$ cat config.mk
export PLATFORM = sky130hd
export DESIGN_NAME = demux4_buf_flat
export DESIGN_NICKNAME = d
export VERILOG_FILES = /design/src/rtl/demux4_buf_pkg.sv /design/src/rtl/demux4_buf_if.sv /design/src/rtl/demux4_buf_slot.sv /design/src/rtl/demux4_buf.sv /design/src/flat_wrapper.sv
export SDC_FILE = /design/constraint.sdc
export NUM_CORES = 1
export LEC_CHECK = 0
export ABC_AREA = 1
export CELL_PAD_IN_SITES_DETAIL_PLACEMENT = 1
export CELL_PAD_IN_SITES_GLOBAL_PLACEMENT = 2
export CORE_ASPECT_RATIO = 1.2
export CORE_MARGIN = 3
export CORE_UTILIZATION = 29
export DETAILED_ROUTE_END_ITERATION = 6
export HOLD_SLACK_MARGIN = 0.08
export PLACE_DENSITY_LB_ADDON = 0.1
export SLEW_MARGIN = 40
export SYNTH_ARGS = -nofsm -noshare
export SYNTH_HDL_FRONTEND = slang
export SYNTH_SLANG_ARGS = --single-unit
$ cat constraint.sdc
create_clock -name clk -period 2.6 [get_ports clk]
set_clock_uncertainty 0.2 [all_clocks]
set_input_delay 0.26 -clock clk [delete_from_list [all_inputs] [get_ports clk]]
set_output_delay 0.26 -clock clk [all_outputs]
set_load 0.01 [all_outputs]
$ cat src/rtl/demux4_buf_pkg.sv
// Shared constants for the 1-to-4 write distributor: default width, channel count
// and the select encodings also used by the 4:1 mux side.
package demux4_buf_pkg;

   localparam int DATA_W = 16;
   localparam int N_CH   = 4;

   localparam logic [1:0] SEL_CH0 = 2'd0;
   localparam logic [1:0] SEL_CH1 = 2'd1;
   localparam logic [1:0] SEL_CH2 = 2'd2;
   localparam logic [1:0] SEL_CH3 = 2'd3;

   // One-hot channel mask for a select value; unknown selects map to no channel.
   function automatic logic [N_CH-1:0] sel_decode(input logic [1:0] sel);
      logic [N_CH-1:0] mask;
      case (sel)
         SEL_CH0: mask = 4'b0001;
         SEL_CH1: mask = 4'b0010;
         SEL_CH2: mask = 4'b0100;
         SEL_CH3: mask = 4'b1000;
         default: mask = 4'b0000;
      endcase
      return mask;
   endfunction

endpackage

$ cat src/rtl/demux4_buf_if.sv
// Producer/consumer bundle of the distributor. Handshake: a word moves on a side
// whenever valid and ready are both high at a rising clock edge.
interface demux4_buf_if import demux4_buf_pkg::*; #(
   parameter int WIDTH = DATA_W
);

   logic [WIDTH-1:0] d;
   logic [1:0]       s;
   logic             bcast;
   logic             in_valid;
   logic             in_ready;
   logic [WIDTH-1:0] y0;
   logic [WIDTH-1:0] y1;
   logic [WIDTH-1:0] y2;
   logic [WIDTH-1:0] y3;
   logic [N_CH-1:0]  out_valid;
   logic [N_CH-1:0]  out_ready;

   modport master (
      output d, s, bcast, in_valid, out_ready,
      input  in_ready, y0, y1, y2, y3, out_valid
   );

   modport slave (
      input  d, s, bcast, in_valid, out_ready,
      output in_ready, y0, y1, y2, y3, out_valid
   );

endinterface

$ cat src/rtl/demux4_buf_slot.sv
// One buffered output channel: a data register plus a valid flag. The slot is
// free when empty or being drained this cycle, so drain and refill can share an edge.
module demux_slot import demux4_buf_pkg::*; #(
   parameter int WIDTH = DATA_W
) (
   input  logic             clk,
   input  logic             reset_n,
   input  logic             i_load,
   input  logic [WIDTH-1:0] i_d,
   input  logic             i_out_ready,
   output logic [WIDTH-1:0] o_y,
   output logic             o_valid,
   output logic             o_free
);

   logic [WIDTH-1:0] r_data;
   logic             r_valid;

   // Refill has priority over drain; data is never cleared by a drain.
   always_ff @(posedge clk or negedge reset_n) begin
      if (!reset_n) begin
         r_data  <= '0;
         r_valid <= 1'b0;
      end else if (i_load) begin
         r_data  <= i_d;
         r_valid <= 1'b1;
      end else if (r_valid && i_out_ready) begin
         r_valid <= 1'b0;
      end
   end

   assign o_y     = r_data;
   assign o_valid = r_valid;
   assign o_free  = ~r_valid | i_out_ready;

   a_stall_holds : assert property (@(posedge clk) disable iff (!reset_n)
      (r_valid && !i_out_ready) |=> (r_valid && $stable(r_data)));

endmodule

$ cat src/rtl/demux4_buf.sv
// Registered 1-to-4 distributor: steers one word to a selected channel, or to all
// four when broadcasting, each channel holding a single handshaked entry.
module demux4_buf import demux4_buf_pkg::*; #(
   parameter int WIDTH = DATA_W
) (
   input logic         clk,
   input logic         reset_n,
   demux4_buf_if.slave bus
);

   logic [N_CH-1:0]  w_free;
   logic [N_CH-1:0]  w_valid;
   logic [N_CH-1:0]  w_target;
   logic [N_CH-1:0]  w_load;
   logic [WIDTH-1:0] w_y [N_CH];
   logic             w_in_ready;
   logic             w_accept;

   always_comb begin
      w_target = sel_decode(bus.s);
      if (bus.bcast) begin
         w_target = {N_CH{1'b1}};
      end
   end

   // Broadcast is all-or-nothing; in_ready never looks at in_valid.
   assign w_in_ready = reset_n & (bus.bcast ? (&w_free) : (|(w_target & w_free)));
   assign w_accept   = bus.in_valid & w_in_ready;
   assign w_load     = w_target & {N_CH{w_accept}};

   for (genvar g = 0; g < N_CH; g++) begin : g_slot
      demux_slot #(.WIDTH(WIDTH)) u_slot (
         .clk         (clk),
         .reset_n     (reset_n),
         .i_load      (w_load[g]),
         .i_d         (bus.d),
         .i_out_ready (bus.out_ready[g]),
         .o_y         (w_y[g]),
         .o_valid     (w_valid[g]),
         .o_free      (w_free[g])
      );
   end

   assign bus.in_ready  = w_in_ready;
   assign bus.out_valid = w_valid;
   assign bus.y0        = w_y[0];
   assign bus.y1        = w_y[1];
   assign bus.y2        = w_y[2];
   assign bus.y3        = w_y[3];

   a_load_only_free : assert property (@(posedge clk) disable iff (!reset_n)
      (w_load & ~w_free) == '0);

endmodule
$ cat src/flat_wrapper.sv
// flat-port wrapper written by rule: the top's interface ports become plain ports
module demux4_buf_flat import demux4_buf_pkg::*;
#(
   parameter int WIDTH = DATA_W
)
  (clk, reset_n, bus_d, bus_s, bus_bcast, bus_in_valid, bus_out_ready, bus_in_ready, bus_y0, bus_y1, bus_y2, bus_y3, bus_out_valid);
  demux4_buf_if #(.WIDTH(WIDTH)) bus_i ();
  input logic clk;
  input logic reset_n;
  input wire logic [$bits(bus_i.d)-1:0] bus_d;
  input wire logic [$bits(bus_i.s)-1:0] bus_s;
  input wire logic [$bits(bus_i.bcast)-1:0] bus_bcast;
  input wire logic [$bits(bus_i.in_valid)-1:0] bus_in_valid;
  input wire logic [$bits(bus_i.out_ready)-1:0] bus_out_ready;
  output wire logic [$bits(bus_i.in_ready)-1:0] bus_in_ready;
  output wire logic [$bits(bus_i.y0)-1:0] bus_y0;
  output wire logic [$bits(bus_i.y1)-1:0] bus_y1;
  output wire logic [$bits(bus_i.y2)-1:0] bus_y2;
  output wire logic [$bits(bus_i.y3)-1:0] bus_y3;
  output wire logic [$bits(bus_i.out_valid)-1:0] bus_out_valid;
  assign bus_i.d = bus_d;
  assign bus_i.s = bus_s;
  assign bus_i.bcast = bus_bcast;
  assign bus_i.in_valid = bus_in_valid;
  assign bus_i.out_ready = bus_out_ready;
  assign bus_in_ready = bus_i.in_ready;
  assign bus_y0 = bus_i.y0;
  assign bus_y1 = bus_i.y1;
  assign bus_y2 = bus_i.y2;
  assign bus_y3 = bus_i.y3;
  assign bus_out_valid = bus_i.out_valid;
  demux4_buf #(.WIDTH(WIDTH)) u_core (.clk(clk), .reset_n(reset_n), .bus(bus_i));
endmodule
# --- After elaboration in Yosys (flattened, before gate mapping) ---
# Index checks and enable logic that the tools add are counted.
# W data, S select, Z words.
word_totals:
  reg_bits: 68
  output_inout_bits: 69
  elab_cells: 45
classes:
  eq_ne: 3
  muxes: 11
  bitwise_logic: 12
  reduce_logical: 11
op_table:
  columns: ["operator", "count"]
  rows:
  - ["$pmux W4 S4", 1]
  - ["$mux W1", 9]
  - ["$and A4 B4 Y4", 2]
  - ["$reduce_bool A2 Y1", 4]
  - ["$eq A2 B2 Y1 const B", 2]
  - ["$logic_and A1 B1 Y1", 4]
  - ["$mux W4", 1]
  - ["$not A1 Y1", 4]
  - ["$or A1 B1 Y1", 4]
  - ["$reduce_and A4 Y1", 1]
  - ["$reduce_or A4 Y1", 1]
  - ["$and A1 B1 Y1", 2]
  - ["$eq A2 B1 Y1 const B", 1]
  - ["$logic_not A2 Y1", 1]

# --- Depth between registers and ports, before layout ---
# Gate-level depths: netlist of run 1.
depth:
  ltp_word: 10
  mapped_depth: 11

# --- Modules after synthesis ---
# Synthesis of run 1 repeated with hierarchy kept, for this count alone.
unflattened:
  cells_unflattened: 318
  area_unflattened_um2: 2839.0
by_module_without_submodules:
  columns: ["mod", "instances", "cells_per_inst", "area_per_inst_um2"]
  rows:
  - ["demux_slot", 4, 72, 675.6]
  - ["demux4_buf", 1, 30, 136.4]

# --- Least setup slack after synthesis of run 1 ---
# Ideal clock, no wire load.
synth_timing:
  kind: "register to register"
  startpoint: "reg u_core.g_slot[1].u_slot.r_valid"
  endpoint: "reg u_core.g_slot[3].u_slot.r_data[10]"
  setup_time_ps: 117
  arrival_time_ps: 1324
  slack_ps: 959
  stages_incl_launch_ff: 10
  n_path_buf: 1
  period_less_slack_ps: 1641
  cell_sequence: "dfrtp_1 > nand2_1 > nand2_1 > nor2_1 > nor2_1 > nor2_4 > nand4_4 > buf_2 > nand2_1 > nand2_1"
synth_between:
  elab_chain_len: 8
synth_rtl:
  columns: ["item", "line_no", "text"]
  rows:
  - ["start, declared", "demux4_buf_slot.sv:17", "logic r_valid;"]
  - ["start signal, assigned", "demux4_buf_slot.sv:23", "r_valid <= 1'b0;"]
  - ["start signal, assigned", "demux4_buf_slot.sv:26", "r_valid <= 1'b1;"]
  - ["start signal, assigned", "demux4_buf_slot.sv:28", "r_valid <= 1'b0;"]
  - ["$not A1 Y1 *", "demux4_buf_slot.sv:34", "assign o_free = ~r_valid | i_out_ready;"]
  - ["$or A1 B1 Y1 *", "demux4_buf_slot.sv:34", null]
  - ["$and A4 B4 Y4", "demux4_buf.sv:27", "assign w_in_ready = reset_n & (bus.bcast ? (&w_free) : (|(w_target & w_free)));"]
  - ["$reduce_or A4 Y1", "demux4_buf.sv:27", null]
  - ["$mux W1 *", "demux4_buf.sv:27", null]
  - ["$and A1 B1 Y1 *", "demux4_buf.sv:27", null]
  - ["$and A1 B1 Y1 *", "demux4_buf.sv:28", "assign w_accept = bus.in_valid & w_in_ready;"]
  - ["$and A4 B4 Y4 *", "demux4_buf.sv:29", "assign w_load = w_target & {N_CH{w_accept}};"]
  - ["end signal, assigned", "demux4_buf_slot.sv:25", "r_data <= i_d;"]
  - ["end, declared", "demux4_buf_slot.sv:16", "logic [WIDTH-1:0] r_data;"]
# Every way passes the cells marked *; elsewhere a longest branch is shown, timed or not.
# A chain may end at the register's enable or synchronous reset.

# --- Worst setup path in the final report of run 1 ---
layout_timing:
  startpoint: "in bus_out_ready[1]"
  endpoint: "out bus_in_ready"
layout_between:
  elab_chain_len: 5
layout_rtl:
  columns: ["item", "line_no", "text"]
  rows:
  - ["start, declared", "flat_wrapper.sv:14", "input wire logic [$bits(bus_i.out_ready)-1:0] bus_out_ready;"]
  - ["$or A1 B1 Y1 *", "demux4_buf_slot.sv:34", null]
  - ["$and A4 B4 Y4", "demux4_buf.sv:27", null]
  - ["$reduce_or A4 Y1", "demux4_buf.sv:27", null]
  - ["$mux W1 *", "demux4_buf.sv:27", null]
  - ["$and A1 B1 Y1 *", "demux4_buf.sv:27", null]
  - ["end, declared", "flat_wrapper.sv:15", "output wire logic [$bits(bus_i.in_ready)-1:0] bus_in_ready;"]
# Marked as above.

==> impl_metrics.py, run 1 <==
metrics = {
    "floorplanning": {
        "coreArea_sq_mm": 0.01016,
        "die_y_um": 118.7,
        "die_w_um": 99.90,
        "dieArea_sq_mm": 0.01185,
        "num_io_pins": 95,
        "initial_core_util": 0.3020,
        "rows": 40,
    },
    "synthesis": {
        "synth_top_family_by_area": "simple AND/OR/NAND/NOR gates",
        "synth_mux_area_frac": 0,
        "yosys.area_share.xor_xnor": 0,
        "yosysWarnings": 0,
        "avgSynthCellArea_sq_um": 9.077,
        "synth_cells": 338,
        "yosysUniqueCellTypes": 20,
        "synth_area_leader_cell": "dfrtp_1",
        "synthAdderAreaFrac": 0,
        "netlist_area_sq_mm": 0.003068,
        "synth-compound-area-share": 0.004894,
        "synthTopCellsByArea": "dfrtp_1, nand2_1, nand4_1",
        "synth_top_area_frac": 0.5546,
        "yosysSeqAreaShare": 0.5546,
        "synth_nets": 364,
        "synth-simple-area-share": 0.3707,
        "ys_ff_latch": 68,
    },
    "cells_and_area": {
        "stdcell_area_sq_mm": 0.004374,
        "areaGrowthSynthToFinish_pct": 42.58,
        "nFillCells": 1189,
        "layout_commonest_cell": "nand2_1",
        "fin_nets": 450,
        "drive_gt1_frac": 0.08625,
        "multi_input_area_sq_mm": 0.001152,
        "final_cell_mix": "nand2_1, clkdlybuf4s50_1, dfrtp_1",
        "diodes": 0,
        "regArea_sq_mm": 0.001702,
    },
    "sta": {
        "worst_slack_ns": 0.1346,
        "period_needed_ns": 2.465,
        "hold_viol": 0,
        "worstMarginPinSlew_ns": 0.7473,
        "hold_ws_ns": 0.1507,
        "fmax_mhz": 405.6,
        "slew_violations": 0,
        "rsz0062_at_grt": "false",
        "fin_tns_setup_ns": 0,
        "min_period_over_period": 0.9482,
        "finalSetupViolCount": 0,
        "maxSlewHeadroom": 0.5018,
    },
    "setup_path": {
        "cp_common_cell": "nand2_1",
        "path_cells": "clkdlybuf4s50_1 > inv_1 > nand2_1 > nand2_1 > o21ai_0 > nand2_1 > nor2_4 > clkdlybuf4s50_1",
        "setup.worst_path.start_class": "input port",
        "slowest_stage": "clkdlybuf4s50_1",
        "end_kind": "output pin",
        "cp.arrival_ns": 2.01,
        "critPathMaxStageDelay_ns": 0.58,
        "crit_fanout": 3,
        "criticalPathCategory": "input port to output pin",
        "startpoint": "bus_out_ready[1]",
        "required_ns": 2.14,
        "timing.rr.start": "u_core.g_slot[1].u_slot.o_valid",
    },
    "clock_tree": {
        "htree_levels": 3,
        "clockBufferDepth": 2,
        "cts.clk_slew.worst_paths_ns": 0.05,
        "post_cts_buffers": 0,
        "cts_buffers": 9,
        "clock-sinks": 68,
        "cts_tree": "built",
        "root_buffer": "clkbuf_16",
        "insertion_delay_ns": 0.33,
    },
    "placement": {
        "place_area_sq_mm": 0.004058,
        "globalplace.congestion": 0.8048,
        "hpwlAfterDp_um": 6733,
        "dp_slack_ns": 0.1191,
        "portBuffers": 94,
    },
    "status": {
        "status": "finished, final reports clean",
    },
    "global_route": {
        "track_usage": 0.1787,
        "grt_overflow_total": 0,
        "antenna_found_initial": 0,
        "grt_pass1_vias": 2954,
        "grt_start_max_net_pins": 65,
        "grt_first_pass_wirelength_um": 16340,
    },
    "power_and_ir_drop": {
        "leakagePower_uw": 0.002119,
        "powerDensity_mw_per_mm2": 853.2,
        "irDropWorstVdd_mv": 0.4083,
    },
    "route": {
        "vias": 2743,
        "drt-wirelength-per-cell_um": 18.04,
        "dr.pass1.iters": 4,
        "drc": 0,
        "drt_iter0_markers": 163,
        "wirelength_um": 10010,
        "postRouteAntennaNets": 0,
        "avgViaCountPerCell": 4.942,
    },
    "min_path": {
        "hp-class": "input port to asynchronous set/reset pin",
    },
    "flow_run": {
        "maxCapViolCount": 0,
    },
}
==> cell families after synthesis <==
logic type             Yosys count
buffers and inverters           37
AO/OA/AOI/OAI                    3
flip-flops                      68
AND/OR/NAND/NOR                230
==> state kept, by name (all words and copies together), names as in the netlist <==
name                          cells
u_core.g_slot.u_slot.o_y         64
u_core.g_slot.u_slot.o_valid      4
==> synth_stat cells <==
cell type	n
nand2_4	3
buf_1	6
buf_4	7
nand2_2	1
clkbuf_1	5
o21ai_0	1
nand3_1	1
nand4_4	4
dfrtp_1	68
a21oi_1	1
buf_6	6
nor2_1	5
inv_2	2
nor2_4	2
nor2_2	1
buf_2	3
inv_1	8
nand2_1	149
o21ai_1	1
nand4_1	64
==> repair_timing <==
item | 4_1_cts | 5_1_grt
hold endpoints to repair | 11 | 0
hold buffers | 1 | 0
resized for setup | 0 | 1
setup endpoints to repair | 0 | 1
==> stage by stage <==
stage                       util  total power [uW]  std cells
after floorplan                -              1872        338
after global placement    0.3994              2523        538
after detailed placement  0.3994              2535        538
after CTS                 0.4303              3795        555
after global routing      0.4305              3957        555
final                     0.4305              3732        555
==> where the power goes <==
| group | switching [uW] | total (uW) | internal (uW) |
|---|---|---|---|
| sequential | 147 | 1440 | 1300 |
| clock | 441 | 1230 | 791 |
| combinational | 503 | 1060 | 554 |
| total | 1090 | 3730 | 2640 |
==> critical path: cells and delay by family <==
kind                   cells  cell delay [ns]
and+or+nand+nor            4             0.46
AOI/OAI and AO/OA          1             0.18
buffers and inverters      3             1.10
==> layout make-up <==
| type | count | share of cell area |
|---|---|---|
| inverter | 10 | 0.008581 |
| tap | 126 | 0.03604 |
| clock buffer | 12 | 0.05864 |
| multi-input combinational | 233 | 0.2634 |
| clock inverter | 4 | 0.01087 |
| timing repair buffer | 102 | 0.2334 |
| sequential | 68 | 0.3890 |
==> metal layers <==
layer | up-vias | global-route usage | share of wire
li1 | 1308 | - | -
met1 | 1351 | 0.2368 | 0.44
met2 | 76 | 0.2826 | 0.49
met3 | 8 | 0.05018 | 0.060
met4 | 0 | 0.05295 | 0.013
met5 | - | 0 | 0
==> final timing paths <==
path / to / slack (ns) / cells past startpoint
worst min register to register: u_core.g_slot[1].u_slot.o_y[0] / 0.27 / 2
worst max-delay path: bus_in_ready / 0.13 / 8
min in group clk: u_core.g_slot[1].u_slot.o_y[0] / 0.27 / 2
worst max register to register: u_core.g_slot[1].u_slot.o_y[2] / 0.72 / 8
max in group asynchronous: u_core.g_slot[0].u_slot.o_y[0] / 1.06 / 3
worst min-delay path: u_core.g_slot[2].u_slot.o_y[2] / 0.15 / 2
(Power assumes the default switching activity.)
==> run 2, diff against run 1 <==
SKIP_CTS_REPAIR_TIMING = 1   (was unset)
==> run 2 against run 1 <==
Critical path depth stayed put. Via count grew 0.18%. First-iteration DRC count fell by 1.8%. Final cell count rose by 0.18%. Critical path type unchanged. Largest cell class unchanged. Largest power group unchanged.
==> impl_metrics.py, run 2 (synthesis gave the netlist of run 1 again) <==
metrics = {
    "power_and_ir_drop": {
        "irDropWorstVdd_mv": 0.4079,
        "total_power_uw": 3733,
        "pwr-share-clk": 0.330,
        "power_switching_share": 0.2926,
        "seqPwrFrac": 0.387,
        "powerDensity_mw_per_mm2": 852.0,
        "netSwitchingPower_uw": 1092,
        "comb_power_share": 0.283,
        "leakagePower_uw": 0.002122,
        "internal_power_uw": 2641,
    },
    "floorplanning": {
        "rows": 40,
        "dieArea_sq_mm": 0.01185,
        "initial_core_util": 0.3020,
        "die_y_um": 118.7,
        "num_io_pins": 95,
        "coreArea_sq_mm": 0.01016,
        "die_w_um": 99.90,
    },
    "cells_and_area": {
        "layout_commonest_cell": "nand2_1",
        "largest_reg_flops": 64,
        "areaGrowthSynthToFinish_pct": 42.82,
        "final_cell_mix": "nand2_1, clkdlybuf4s50_1, dfrtp_1",
        "stdcell_area_sq_mm": 0.004382,
        "fin_nets": 451,
        "diodes": 0,
        "drive_gt1_frac": 0.08605,
        "fin_util": 0.4313,
    },
    "setup_path": {
        "criticalPathCategory": "input port to output pin",
        "cp.arrival_ns": 1.99,
        "crit_fanout": 3,
        "required_ns": 2.14,
        "end_kind": "output pin",
        "setup.worst_path.start_class": "input port",
    },
    "status": {
        "status": "finished, final reports clean",
    },
    "clock_tree": {
        "root_buffer": "clkbuf_16",
        "cts_tree": "built",
        "htree_levels": 3,
        "cts.clk_slew.worst_paths_ns": 0.06,
        "clockBufferDepth": 2,
        "clock-sinks": 68,
        "insertion_delay_ns": 0.33,
        "cts_buffers": 9,
    },
    "global_route": {
        "antenna_found_initial": 0,
        "grt_pass1_vias": 2954,
        "grt_overflow_total": 0,
        "grt_first_pass_wirelength_um": 16340,
        "track_usage": 0.1787,
        "grt_start_max_net_pins": 65,
    },
    "route": {
        "postRouteAntennaNets": 0,
        "drt-wirelength-per-cell_um": 18.06,
        "drc": 0,
        "wirelength_um": 10040,
        "drt_iter0_markers": 160,
        "vias": 2748,
        "avgViaCountPerCell": 4.942,
        "dr.pass1.iters": 4,
    },
    "sta": {
        "hold_viol": 0,
        "worstMarginPinSlew_ns": 0.7511,
        "period_needed_ns": 2.454,
        "min_period_over_period": 0.9439,
        "hold_ws_ns": 0.2705,
        "fmax_mhz": 407.5,
        "rsz0062_at_grt": "false",
        "fin_tns_setup_ns": 0,
        "slew_violations": 0,
        "maxSlewHeadroom": 0.4993,
        "finalSetupViolCount": 0,
    },
    "flow_run": {
        "maxCapViolCount": 0,
    },
    "placement": {
        "globalplace.congestion": 0.8048,
        "hpwlAfterDp_um": 6733,
        "place_area_sq_mm": 0.004058,
        "portBuffers": 94,
    },
    "min_path": {
        "hp-class": "register to register",
    },
}
==> run 2: per-layer routing <==
layer	share of wire	vias up	global-route usage
li1	-	1309	-
met1	0.43	1354	0.2364
met2	0.49	77	0.2826
met3	0.063	8	0.05077
met4	0.013	0	0.05295
met5	0	-	0
==> run 2: worst max-delay path, stage by stage <==
cell	delay, ns
clkdlybuf4s50_1	0.48
inv_1	0.04
nand2_1	0.09
nand2_1	0.09
o21ai_0	0.17
nand2_1	0.11
nor2_4	0.16
clkdlybuf4s50_1	0.58
==> run 2: cell type report <==
type	count	area (sq um)
Fill cell	1188	5778
Sequential cell	68	1702
Multi-Input combinational cell	233	1152
Timing Repair Buffer	103	1028
Clock buffer	12	256.5
Tap cell	126	157.7
Clock inverter	4	47.55
Inverter	10	37.54
==> run 2: path summary, 6_finish.rpt <==
check,start,to,slack [ns],cells after the start
min in group asynchronous,reset_n,u_core.g_slot[1].u_slot.o_y[3],0.51,3
min reg2reg,u_core.g_slot[1].u_slot.o_y[0],u_core.g_slot[1].u_slot.o_y[0],0.27,2
max,bus_out_ready[1],bus_in_ready,0.15,8
min,u_core.g_slot[1].u_slot.o_y[0],u_core.g_slot[1].u_slot.o_y[0],0.27,2
max reg2reg,u_core.g_slot[1].u_slot.o_valid,u_core.g_slot[1].u_slot.o_y[2],0.73,8
max in group asynchronous,reset_n,u_core.g_slot[3].u_slot.o_y[1],0.98,3
==> run 2: power groups by stage <==
stage | clock network (uW) | logic (uW) | registers [uW]
after CTS | 1270 | 1080 | 1450
after global routing | 1310 | 1170 | 1480
after global placement | 0 | 1060 | 1460
final | 1230 | 1060 | 1440
after floorplan | 0 | 329 | 1540
after detailed placement | 0 | 1070 | 1460
==> run 2: per-stage QoR <==
step / instances / worst slack (ns)
2_1_floorplan: 338 / 0.9592
5_1_grt: 556 / 0.04620
6_report: 556 / 0.1458
3_5_place_dp: 538 / 0.1191
3_3_place_gp: 538 / 0.1583
4_1_cts: 554 / 0.1061
==> run 3, diff against run 2 <==
CORE_UTILIZATION = 39   (was 29)
DONT_BUFFER_PORTS = 1   (was unset)
==> run 3 against run 2 <==
Register-to-register slack got worse by 0.56 ns. Flip-flop and latch count did not move. Routed wire length fell by 1.8%. Count of clock-buffer cells in the layout fell by 2. Sequential share of layout area rose by 8.8 points. Largest power group unchanged. Critical endpoint is now u_core.g_slot[0].u_slot.o_y[14]. Critical path type is now input port to register. Clock power fell by 19%.
==> impl_metrics.py, run 3 (synthesis gave the netlist of run 1 again) <==
metrics = {
    "cells_and_area": {
        "largest_reg_flops": 64,
        "diodes": 0,
        "layout_commonest_cell": "nand2_1",
        "nFillCells": 867,
        "fin_nets": 378,
        "stdcell_count": 447,
        "drive_gt1_frac": 0.09524,
        "multi_input_area_sq_mm": 0.001152,
        "final_cell_mix": "nand2_1, dfrtp_1, nand4_1",
        "regArea_sq_mm": 0.001702,
        "areaGrowthSynthToFinish_pct": 16.35,
    },
    "clock_tree": {
        "htree_levels": 3,
        "cts_tree": "built",
        "clockBufferDepth": 2,
        "cts_buffers": 9,
        "root_buffer": "clkbuf_8",
        "clock-sinks": 68,
        "cts.clk_slew.worst_paths_ns": 0.08,
        "insertion_delay_ns": 0.35,
    },
    "power_and_ir_drop": {
        "netSwitchingPower_uw": 1026,
        "irDropWorstVdd_mv": 0.4265,
        "pwr-share-clk": 0.330,
        "powerDensity_mw_per_mm2": 852.0,
        "leakagePower_uw": 0.001825,
        "power_switching_share": 0.3373,
        "comb_power_share": 0.146,
        "seqPwrFrac": 0.524,
        "internal_power_uw": 2015,
    },
    "floorplanning": {
        "die_w_um": 86.97,
        "num_io_pins": 95,
        "dieArea_sq_mm": 0.008971,
        "rows": 34,
        "coreArea_sq_mm": 0.007445,
        "initial_core_util": 0.4121,
        "die_y_um": 103.2,
    },
    "placement": {
        "hpwlAfterDp_um": 5919,
        "globalplace.congestion": 0.7893,
        "portBuffers": 0,
        "dp.cells": 404,
    },
    "setup_path": {
        "crit_fanout": 65,
        "slowest_stage": "dlygate4sd3_1",
        "end_kind": "register",
        "criticalPathCategory": "input port to register",
        "setup.worst_path.start_class": "input port",
        "cp_common_cell": "nand2_1",
        "critPathMaxStageDelay_ns": 0.58,
        "path_cells": "dlygate4sd3_1 > inv_1 > nand2_1 > nand2_1 > o21ai_0 > nand2_1 > nor2_4 > buf_12 > nand4_1 > dlygate4sd3_1 > nand2_1",
        "required_ns": 2.69,
        "cp.arrival_ns": 2.52,
    },
    "sta": {
        "fmax_mhz": 411.4,
        "hold_ws_ns": 0.04755,
        "worstMarginPinSlew_ns": 0.3514,
        "finalSetupViolCount": 0,
        "period_needed_ns": 2.431,
        "min_period_over_period": 0.9348,
        "fin_tns_setup_ns": 0,
        "hold_viol": 0,
        "rsz0062_at_grt": "false",
        "maxSlewHeadroom": 0.7657,
        "slew_violations": 0,
    },
    "route": {
        "drt-wirelength-per-cell_um": 22.06,
        "drc": 0,
        "drt_iter0_markers": 162,
        "avgViaCountPerCell": 5.579,
        "dr.pass1.iters": 4,
        "vias": 2494,
        "wirelength_um": 9862,
        "postRouteAntennaNets": 0,
    },
    "global_route": {
        "grt_first_pass_wirelength_um": 14350,
        "antenna_found_initial": 0,
        "grt_overflow_total": 0,
        "track_usage": 0.2163,
        "grt_pass1_vias": 2513,
        "grt_start_max_net_pins": 71,
    },
    "flow_run": {
        "maxCapViolCount": 0,
    },
    "status": {
        "status": "finished, final reports clean",
    },
    "min_path": {
        "hp-class": "input port to register",
    },
}
[run 3: cell count changes in the layout (fill, tap and decap cells not counted)]
cell,before,now
buf_16,0,2
clkinvlp_4,1,0
dlygate4sd3_1,2,25
clkbuf_1,1,0
bufinv_16,1,2
buf_2,2,0
buf_4,5,2
clkinv_4,0,2
clkdlybuf4s50_1,92,0
clkbuf_8,2,10
buf_12,2,1
clkbuf_16,9,0
[run 3: through the flow]
stage / utilization / total power [uW] / setup WS [ns] / area, sq um
after floorplan: - / 1872 / 0.9592 / 3068
after global placement: 0.4082 / 1954 / 0.6919 / 3039
after detailed placement: 0.4082 / 1977 / 0.6907 / 3039
after CTS: 0.4385 / 2983 / 0.3782 / 3264
after global routing: 0.4795 / 3212 / 0.01930 / 3570
final: 0.4795 / 3041 / 0.1694 / 3570
[run 3: layer usage]
metal  share of wire  GRT usage  vias to the layer above
met1            0.40     0.2695                     1230
li1                -          -                     1160
met2            0.50     0.3378                       90
met5               0          0                        -
met4           0.015    0.08753                        0
met3           0.083    0.08233                       14
[run 3: final timing paths]
check,from,endpoint,slack [ns],cells past startpoint
max in group asynchronous,reset_n,u_core.g_slot[3].u_slot.o_y[15],1.67,2
worst min-delay path,bus_in_valid,u_core.g_slot[3].u_slot.o_valid,0.05,2
worst min register to register,u_core.g_slot[3].u_slot.o_y[3],u_core.g_slot[3].u_slot.o_y[3],0.34,2
min in group asynchronous,reset_n,u_core.g_slot[0].u_slot.o_y[11],0.23,2
worst max register to register,u_core.g_slot[1].u_slot.o_valid,u_core.g_slot[0].u_slot.o_y[14],0.17,9
worst max-delay path,bus_out_ready[0],u_core.g_slot[0].u_slot.o_y[14],0.17,11
[run 3: area by class of cell]
type,count,area share
flip-flops and latches,68,0.4767
well taps,90,0.03155
clock buffers,10,0.03856
multi-input cells,233,0.3228
repair buffers,30,0.09534
clock inverters,6,0.02454
inverters,10,0.01052
[run 3: power groups by stage]
| stage | combinational [uW] | clock [uW] | sequential [uW] |
|---|---|---|---|
| 4_1_cts | 355 | 1020 | 1600 |
| 5_1_grt | 520 | 1070 | 1630 |
| 3_3_place_gp | 333 | 0 | 1620 |
| 3_5_place_dp | 353 | 0 | 1620 |
| 2_1_floorplan | 329 | 0 | 1540 |
| 6_report | 445 | 1000 | 1590 |
[run 3: worst max-delay path, delay by kind of cell]
| family | cells | cell delay [ns] |
|---|---|---|
| buffers and inverters | 4 | 1.41 |
| AND/OR/NAND/NOR | 6 | 0.63 |
| AO/OA/AOI/OAI | 1 | 0.19 |
